**src/rtl/iob_gpio_sensor_sched_pkg.sv**
```systemverilog
// Shared definitions for the sensor scheduler.
// Holds the FSM encoding, the select-width helper and the minimum window length.
package iob_gpio_sensor_sched_pkg;

   localparam int STATE_W = 2;

   typedef enum logic [STATE_W-1:0] {
      ST_IDLE  = 2'd0,
      ST_CLR   = 2'd1,
      ST_MEAS  = 2'd2,
      ST_LATCH = 2'd3
   } state_e;

   // A zero window length from software is promoted to this value.
   localparam int MIN_WIN = 1;

   function automatic int calc_sel_w(input int n);
      return (n <= 1) ? 1 : $clog2(n);
   endfunction

endpackage

```
**src/rtl/iob_gpio_sched_next_ch.sv**
```systemverilog
// Channel picker: from a channel mask, finds the lowest enabled channel and
// the next enabled channel strictly above the current select.
module iob_gpio_sched_next_ch
   import iob_gpio_sensor_sched_pkg::*;
#(
   parameter int N_SENS = 2,
   parameter int SEL_W  = 1
) (
   input  logic [N_SENS-1:0] mask_i,
   input  logic [SEL_W-1:0]  cur_sel_i,
   output logic [SEL_W-1:0]  next_sel_o,
   output logic              has_next_o,
   output logic [SEL_W-1:0]  lowest_sel_o
);

   // Scan from the top down so the last hit is the smallest qualifying index.
   always_comb begin
      next_sel_o   = '0;
      has_next_o   = 1'b0;
      lowest_sel_o = '0;
      for (int i = N_SENS - 1; i >= 0; i--) begin
         if (mask_i[i]) begin
            lowest_sel_o = SEL_W'(i);
            if (i > int'(cur_sel_i)) begin
               next_sel_o = SEL_W'(i);
               has_next_o = 1'b1;
            end
         end
      end
   end

endmodule

```
**src/rtl/iob_gpio_sensor_sched.sv**
```systemverilog
// Time-shares one sensor-latch core across N_SENS inputs: per enabled channel it
// clears the core, runs a programmable measurement window, then latches Q.
module iob_gpio_sensor_sched
   import iob_gpio_sensor_sched_pkg::*;
#(
   parameter int N_SENS = 2,
   parameter int CNT_W  = 20,
   parameter int SEL_W  = calc_sel_w(N_SENS),
   parameter int SWP_W  = 16
) (
   input  logic               clk,
   input  logic               rst,
   input  logic               start_i,
   input  logic               stop_i,
   input  logic               cont_i,
   input  logic [N_SENS-1:0]  ch_mask_i,
   input  logic [CNT_W-1:0]   win_len_i,
   input  logic               core_q_i,
   output logic [SEL_W-1:0]   core_sel_o,
   output logic               core_en_o,
   output logic               core_rst_o,
   output logic [N_SENS-1:0]  result_o,
   output logic [N_SENS-1:0]  result_valid_o,
   output logic               busy_o,
   output logic               done_o,
   output logic [SWP_W-1:0]   sweep_cnt_o,
   output logic [STATE_W-1:0] state_dbg_o
);

   // start_i and stop_i are single-cycle request pulses with no ready: start is
   // honoured only in IDLE with a non-zero mask, stop only while a run is busy.
   state_e              state_q, state_d;
   logic [SEL_W-1:0]    sel_q, sel_d;
   logic [N_SENS-1:0]   mask_q, mask_d;
   logic [CNT_W-1:0]    win_q, win_d;
   logic [CNT_W-1:0]    cnt_q, cnt_d;
   logic                cont_q, cont_d;
   logic                stop_pend_q, stop_pend_d;
   logic [N_SENS-1:0]   result_q, result_d;
   logic [N_SENS-1:0]   valid_q, valid_d;
   logic                done_q, done_d;
   logic [SWP_W-1:0]    sweep_q, sweep_d;

   logic [N_SENS-1:0]   pick_mask;
   logic [SEL_W-1:0]    next_sel;
   logic                has_next;
   logic [SEL_W-1:0]    lowest_sel;

   // In IDLE the picker looks at the incoming mask to choose the first channel.
   assign pick_mask = (state_q == ST_IDLE) ? ch_mask_i : mask_q;

   iob_gpio_sched_next_ch #(
      .N_SENS (N_SENS),
      .SEL_W  (SEL_W)
   ) u_next_ch (
      .mask_i       (pick_mask),
      .cur_sel_i    (sel_q),
      .next_sel_o   (next_sel),
      .has_next_o   (has_next),
      .lowest_sel_o (lowest_sel)
   );

   always_comb begin
      state_d     = state_q;
      sel_d       = sel_q;
      mask_d      = mask_q;
      win_d       = win_q;
      cnt_d       = cnt_q;
      cont_d      = cont_q;
      stop_pend_d = stop_pend_q;
      result_d    = result_q;
      valid_d     = valid_q;
      done_d      = 1'b0;
      sweep_d     = sweep_q;
      case (state_q)
         ST_IDLE: begin
            if (start_i && (ch_mask_i != '0)) begin
               mask_d      = ch_mask_i;
               win_d       = (win_len_i == '0) ? CNT_W'(MIN_WIN) : win_len_i;
               cont_d      = cont_i;
               valid_d     = '0;
               stop_pend_d = 1'b0;
               sel_d       = lowest_sel;
               state_d     = ST_CLR;
            end
         end
         ST_CLR: begin
            cnt_d   = win_q - CNT_W'(1);
            state_d = ST_MEAS;
         end
         ST_MEAS: begin
            if (cnt_q == '0) state_d = ST_LATCH;
            else             cnt_d   = cnt_q - CNT_W'(1);
         end
         ST_LATCH: begin
            result_d[sel_q] = core_q_i;
            valid_d[sel_q]  = 1'b1;
            // A stop abandons the rest of the sweep and does not count it.
            if (stop_pend_q || stop_i) begin
               done_d  = 1'b1;
               state_d = ST_IDLE;
            end else if (has_next) begin
               sel_d   = next_sel;
               state_d = ST_CLR;
            end else begin
               done_d  = 1'b1;
               sweep_d = sweep_q + SWP_W'(1);
               if (cont_q) begin
                  sel_d   = lowest_sel;
                  state_d = ST_CLR;
               end else begin
                  state_d = ST_IDLE;
               end
            end
         end
         default: state_d = ST_IDLE;
      endcase
      if (stop_i && (state_q != ST_IDLE)) stop_pend_d = 1'b1;
   end

   always_ff @(posedge clk or negedge rst) begin
      if (!rst) begin
         state_q     <= ST_IDLE;
         sel_q       <= '0;
         mask_q      <= '0;
         win_q       <= '0;
         cnt_q       <= '0;
         cont_q      <= 1'b0;
         stop_pend_q <= 1'b0;
         result_q    <= '0;
         valid_q     <= '0;
         done_q      <= 1'b0;
         sweep_q     <= '0;
      end else begin
         state_q     <= state_d;
         sel_q       <= sel_d;
         mask_q      <= mask_d;
         win_q       <= win_d;
         cnt_q       <= cnt_d;
         cont_q      <= cont_d;
         stop_pend_q <= stop_pend_d;
         result_q    <= result_d;
         valid_q     <= valid_d;
         done_q      <= done_d;
         sweep_q     <= sweep_d;
      end
   end

   assign core_sel_o     = sel_q;
   assign core_en_o      = (state_q == ST_MEAS);
   assign core_rst_o     = (state_q == ST_CLR);
   assign busy_o         = (state_q != ST_IDLE);
   assign done_o         = done_q;
   assign result_o       = result_q;
   assign result_valid_o = valid_q;
   assign sweep_cnt_o    = sweep_q;
   assign state_dbg_o    = state_q;

endmodule

```
**config.mk**
```make
export PLATFORM = sky130hd
export DESIGN_NAME = iob_gpio_sensor_sched
export DESIGN_NICKNAME = d
export VERILOG_FILES = /design/src/rtl/iob_gpio_sensor_sched_pkg.sv /design/src/rtl/iob_gpio_sched_next_ch.sv /design/src/rtl/iob_gpio_sensor_sched.sv
export SDC_FILE = /design/constraint.sdc
export NUM_CORES = 1
export LEC_CHECK = 0
export ABC_AREA = 0
export CAP_MARGIN = 15
export CORE_MARGIN = 5
export CORE_UTILIZATION = 35
export DETAILED_ROUTE_END_ITERATION = 12
export RECOVER_POWER = 25
export SETUP_SLACK_MARGIN = 0.02
export SLEW_MARGIN = 10
export SYNTH_ARGS = -nofsm -noshare
export SYNTH_HDL_FRONTEND = slang
export SYNTH_SLANG_ARGS = --single-unit
```
**constraint.sdc**
```tcl
create_clock -name clk -period 5.12 [get_ports clk]
set_clock_uncertainty 0.2 [all_clocks]
set_input_delay 1.024 -clock clk [delete_from_list [all_inputs] [get_ports clk]]
set_output_delay 1.024 -clock clk [all_outputs]
set_load 0.01 [all_outputs]
```
=== Word-level counts from Yosys, hierarchy flattened ===
Cells that the tools add are included.

* Output and inout port bits: 27
* Logic and storage cells: 78
* Input port bits: 28
* Bits in registers: 68

* Add/sub/neg operators: 3
* $lt $le $gt $ge: 3
* Reductions and logical operators: 20
* Mux-type cells: 30
* Equality and inequality tests: 8
* Bitwise logic cells: 3

{| class="wikitable"
|+ Operators with widths
! kind !! number
|-
| $logic_not A20 Y1 || 2
|-
| $mux W20 || 2
|-
| $pmux W20 S2 || 1
|-
| $sub A20 B1 Y20 const B || 2
|-
| $mux W1 || 18
|-
| $add A16 B1 Y16 const B || 1
|-
| $reduce_bool A2 Y1 || 6
|-
| $reduce_and A2 Y1 || 5
|-
| $mux W2 || 4
|-
| $pmux W2 S4 || 1
|-
| $eq A2 B2 Y1 const B || 2
|-
| $ne A2 B1 Y1 const B || 2
|-
| $ne A2 B2 Y1 const B || 2
|-
| $pmux W2 S2 || 1
|-
| $reduce_and A4 Y1 || 1
|-
| $logic_and A1 B1 Y1 || 3
|-
| $ne A3 B3 Y1 const B || 1
|-
| $reduce_and A3 Y1 || 1
|-
| $bwmux W2 || 1
|-
| $eq A2 B1 Y1 const B || 1
|-
| $logic_not A2 Y1 || 1
|-
| $lt A1 B2 Y1 const B || 1
|-
| $not A1 Y1 || 2
|-
| $or A2 B2 Y2 || 1
|-
| other kinds (5) || 5
|}

=== Depth between registers and ports, before layout ===
* Word-level depth: 8
* Mapped depth: 15
* Gate-level depth less buffers: 10

=== Cells and area by module ===
From an unflattened synthesis, not the netlist that was laid out.

* Cell total of the unflattened synthesis: 380
* Area total of the unflattened synthesis: 3836.2 sq um

{| class="wikitable"
|+ By module, submodules not included
! module !! area each (sq um) !! cells each !! seq. area each (sq um) !! instances
|-
| iob_gpio_sensor_sched || 3801.1 || 377 || 1701.6 || 1
|-
| iob_gpio_sched_next_ch || 35.0 || 3 || 0.0 || 1
|}

=== Worst setup path after synthesis ===
No wires, ideal clock.

* Path type: reg2reg
* Start point: reg state_q[0], in the netlist state_dbg_o[0]
* End point: reg cnt_q[18]
* Required time: 4.795 ns
* Path slack: 0.577 ns
* Arrival time: 4.218 ns
* Cell stages (with the launch flop): 16
* Library setup time: 0.125 ns
* Clock period less this slack: 4.543 ns
* Path buffers: 5
* Cells stage by stage: dfrtp_1 > inv_1 > ha_1 > buf_2 > buf_2 > buf_1 > buf_2 > clkbuf_1 > mux2i_1 > ha_1 > or4b_2 > a22o_2 > nor3_2 > nor3b_1 > xor2_1 > mux2_2

* Word-level cells in the longest chain between the ends: 3
* Elaborated cells between the ends (all ways): 6
* Classes of those cells: eq/ne: 3; mux: 1; reduce/logical: 2

{| class="wikitable"
|+ RTL lines
! item !! line !! text
|-
| from (decl) || iob_gpio_sensor_sched.sv:32 || <nowiki>state_e state_q, state_d;</nowiki>
|-
| from (signal assigned) || iob_gpio_sensor_sched.sv:135 || <nowiki>state_q <= state_d;</nowiki>
|-
| $eq A2 B2 Y1 * || - ||
|-
| named net core_en_o || iob_gpio_sensor_sched.sv:20 || <nowiki>output logic core_en_o,</nowiki>
|-
| $ne A2 B2 Y1 (no line) or $reduce_bool A2 Y1 (tied branches) || - ||
|-
| $reduce_and A2 Y1 (no line) || - ||
|-
| to (signal assigned) || iob_gpio_sensor_sched.sv:139 || <nowiki>cnt_q <= cnt_d;</nowiki>
|-
| to (decl) || iob_gpio_sensor_sched.sv:36 || <nowiki>logic [CNT_W-1:0] cnt_q, cnt_d;</nowiki>
|}

The timed path passes the listed nets; every way through them passes the cells marked *.
A chain may end at the register's enable or synchronous reset.

=== Final worst setup path ===
* Start point: reg state_q[0], in the netlist state_dbg_o[0]
* End point: reg cnt_q[18]

* Word-level cells in the longest chain between the ends: 3
* Elaborated cells between the ends (all ways): 6
* Classes of those cells: eq/ne: 3; mux: 1; reduce/logical: 2

{| class="wikitable"
|+ RTL lines
! item !! line !! text
|-
| $eq A2 B2 Y1 or $eq A2 B1 Y1 (tied branches) || iob_gpio_sensor_sched.sv:75 || <nowiki>case (state_q)</nowiki>
|-
| $ne A2 B2 Y1 (no line) or $reduce_bool A2 Y1 (tied branches) || - ||
|-
| $reduce_and A2 Y1 (no line) || - ||
|}

Parallel ways exist; a longest one is shown, timed or not.

==> out/results.ini <==
[timing]
tightest_slew_ns=2.12
setup_viol=0
maxSlewHeadroom=-0.416
rsz0062_at_grt=false
tns_ns=0
finalCritPeriodShare=0.724
worst_hold_slack_ns=0.289
slew_viol_final=38
finalHoldViolCount=0
fin_crit_ns=3.71
fmax_ghz=0.270

[place]
place_inst=567
port_buffers=54
routabilityCongestion=0.810
dp_hpwl_mm=7.01

[setup_path]
path_buf_inv=2
max_stage_delay_ns=0.65
path_delay_family=simple AND/OR/NAND/NOR gates
crit_arrival_ns=3.74
crit_top_cell=ha_1
path_class=reg -> reg
cp_max_fo=20
required_ns=5.16
cp-end-kind=flip-flop
crit_slowest_cell=or4b_2
startpoint_type=flip-flop
cp_cell_sequence=inv_1 -> ha_1 -> buf_4 -> mux2i_1 -> ha_1 -> or4b_2 -> a22o_2 -> nor3_2 -> nor3b_1 -> xor2_1 -> mux2_2

[global_route]
grt_pass1_vias=3138
antenna_found_initial=0
overflow=0
grt_max_degree=38
grtUsageTotal=0.155
grt_pass1_wl_mm=16.4

[cts]
numCtsBuffers=9
clock_latency_ns=0.36
cts_setup_buffers=0
cts_root_buffer=clkbuf_8
cts_tree=done
cts_buffer_depth=2
hold_buffers=0
path_clk_slew_ns=0.08
post_cts_resized=0
cts_sinks=68
htreeDepth=3

[synth]
yosys.area.top_type=dfrtp_1
synth_edf_count=0
syn_area_per_cell_um2=10.2
synth_cell_types=54
syn_area_um2=3900
synth-seq-area-share=0.436
synth-seq-cells=68
async_reset_ff_frac=1.00
ys.flop_type=dfrtp_1
netlist_instances=382
synth_top_area_frac=0.436
synthTopCellsByArea=dfrtp_1, mux2_2, xnor2_1
syn_nets=416
ys_warn_count=0

[floorplan]
dieArea_um2=13400
die_y_um=116
dieWidth_um=116
rows=38
initial_core_util=0.358
core_area_um2=10900
io_pins=55

[detailed_routing]
wl_mm=9.72
vias_per_cell=5.27
vias=3074
final_antenna_net_count=0
drt_pass1_iterations=4
routedWlPerCell_um=16.7
drc=0
drt-initial-drc-count=153

[status]
violations=max-capacitance violations, max-slew violations
status=complete, but fails checks

[pwr]
p_per_area_nw_per_um2=566
leakagePower_uw=0.00193
peakVddDrop_v=0.000259

[cells_and_area]
antenna_cells=0
layout_commonest_cell=dfrtp_1
nets=472
drive_above_1_share=0.163
area_delta_synth_final_pct=23.0
layout_common_cells=dfrtp_1, clkdlybuf4s50_1, nor2_1
fin_cells=583

[min_path]
holdCritPathClass=reg -> reg

[job]
drv_cap=1

==> through the flow <==
step                      instance area, um2   util  total power [uW]  worst slack (ns)
after floorplan                         3900      -              1870             0.577
after global placement                  4600  0.422              2240              1.54
after detailed placement                4600  0.422              2280              1.44
after CTS                               4800  0.441              2740              1.41
after global routing                    4800  0.441              2940              1.21
final                                   4800  0.441              2720              1.41
==> logic make-up after synthesis <==
family	share of synthesized area
simple gates	0.197
flops	0.436
compound gates	0.115
xor+xnor	0.101
mux	0.105
buf+inv	0.0266
fa+ha+maj	0.0192
==> worst min-delay path, stage by stage, from the launching register on <==
cell and delay [ns]:
dfrtp_1 0.35, nand2_1 0.06, nand2_1 0.06
==> final cells by class <==
| type | count | area, um2 |
|---|---|---|
| Multi-Input combinational cell | 288 | 2100 |
| Sequential cell | 68 | 1700 |
| Tap cell | 140 | 175 |
| Fill cell | 1040 | 6090 |
| Clock buffer | 10 | 138 |
| Timing Repair Buffer | 61 | 587 |
| Clock inverter | 6 | 63.8 |
| Inverter | 10 | 37.5 |
==> final timing paths <==
kind,startpoint,depth (start not counted),slack [ns],to
worst min-delay path,mask_q[0],2,0.29,mask_q[0]
worst max-delay path,state_dbg_o[0],11,1.41,cnt_q[18]
worst max register to register,state_dbg_o[0],11,1.41,cnt_q[18]
worst min register to register,mask_q[0],2,0.29,mask_q[0]
min in group asynchronous,rst,1,1.08,cnt_q[5]
max in group asynchronous,rst,2,2.27,sweep_cnt_o[5]
==> metal layers <==
metal,vias up,global-route usage,part of all wire
li1,1491,-,-
met1,1525,0.204,0.46
met2,52,0.254,0.50
met3,6,0.0444,0.038
met4,0,0.0329,0.0066
met5,-,0,0
==> flip-flops by register name, summed over array words and instances, names as in the netlist <==
signal / flops
cont_q: 1
sweep_cnt_o: 16
core_sel_o: 1
stop_pend_q: 1
done_o: 1
result_valid_o: 2
cnt_q: 20
win_q: 20
mask_q: 2
state_dbg_o: 2
result_o: 2
==> cell usage after synthesis, types with 5 or more instances <==
| library cell | number |
|---|---|
| nand4_1 | 7 |
| or3_1 | 5 |
| mux2i_1 | 8 |
| clkbuf_1 | 10 |
| nand3_1 | 14 |
| o211ai_1 | 5 |
| ha_1 | 6 |
| xor2_1 | 17 |
| a21oi_1 | 16 |
| nor2_1 | 32 |
| nand2_1 | 26 |
| dfrtp_1 | 68 |
| nor3_1 | 8 |
| inv_1 | 9 |
| buf_2 | 5 |
| nor4_1 | 7 |
| o21ai_0 | 20 |
| xnor2_1 | 28 |
| mux2_2 | 28 |
==> power breakdown <==
part           internal, uW  leakage, uW  switching (uW)
sequential              763     0.000837             259
combinational           621     0.000998             620
clock                   237    0.0000983             217
total                  1620      0.00193            1100
(Power assumes the default switching activity.)
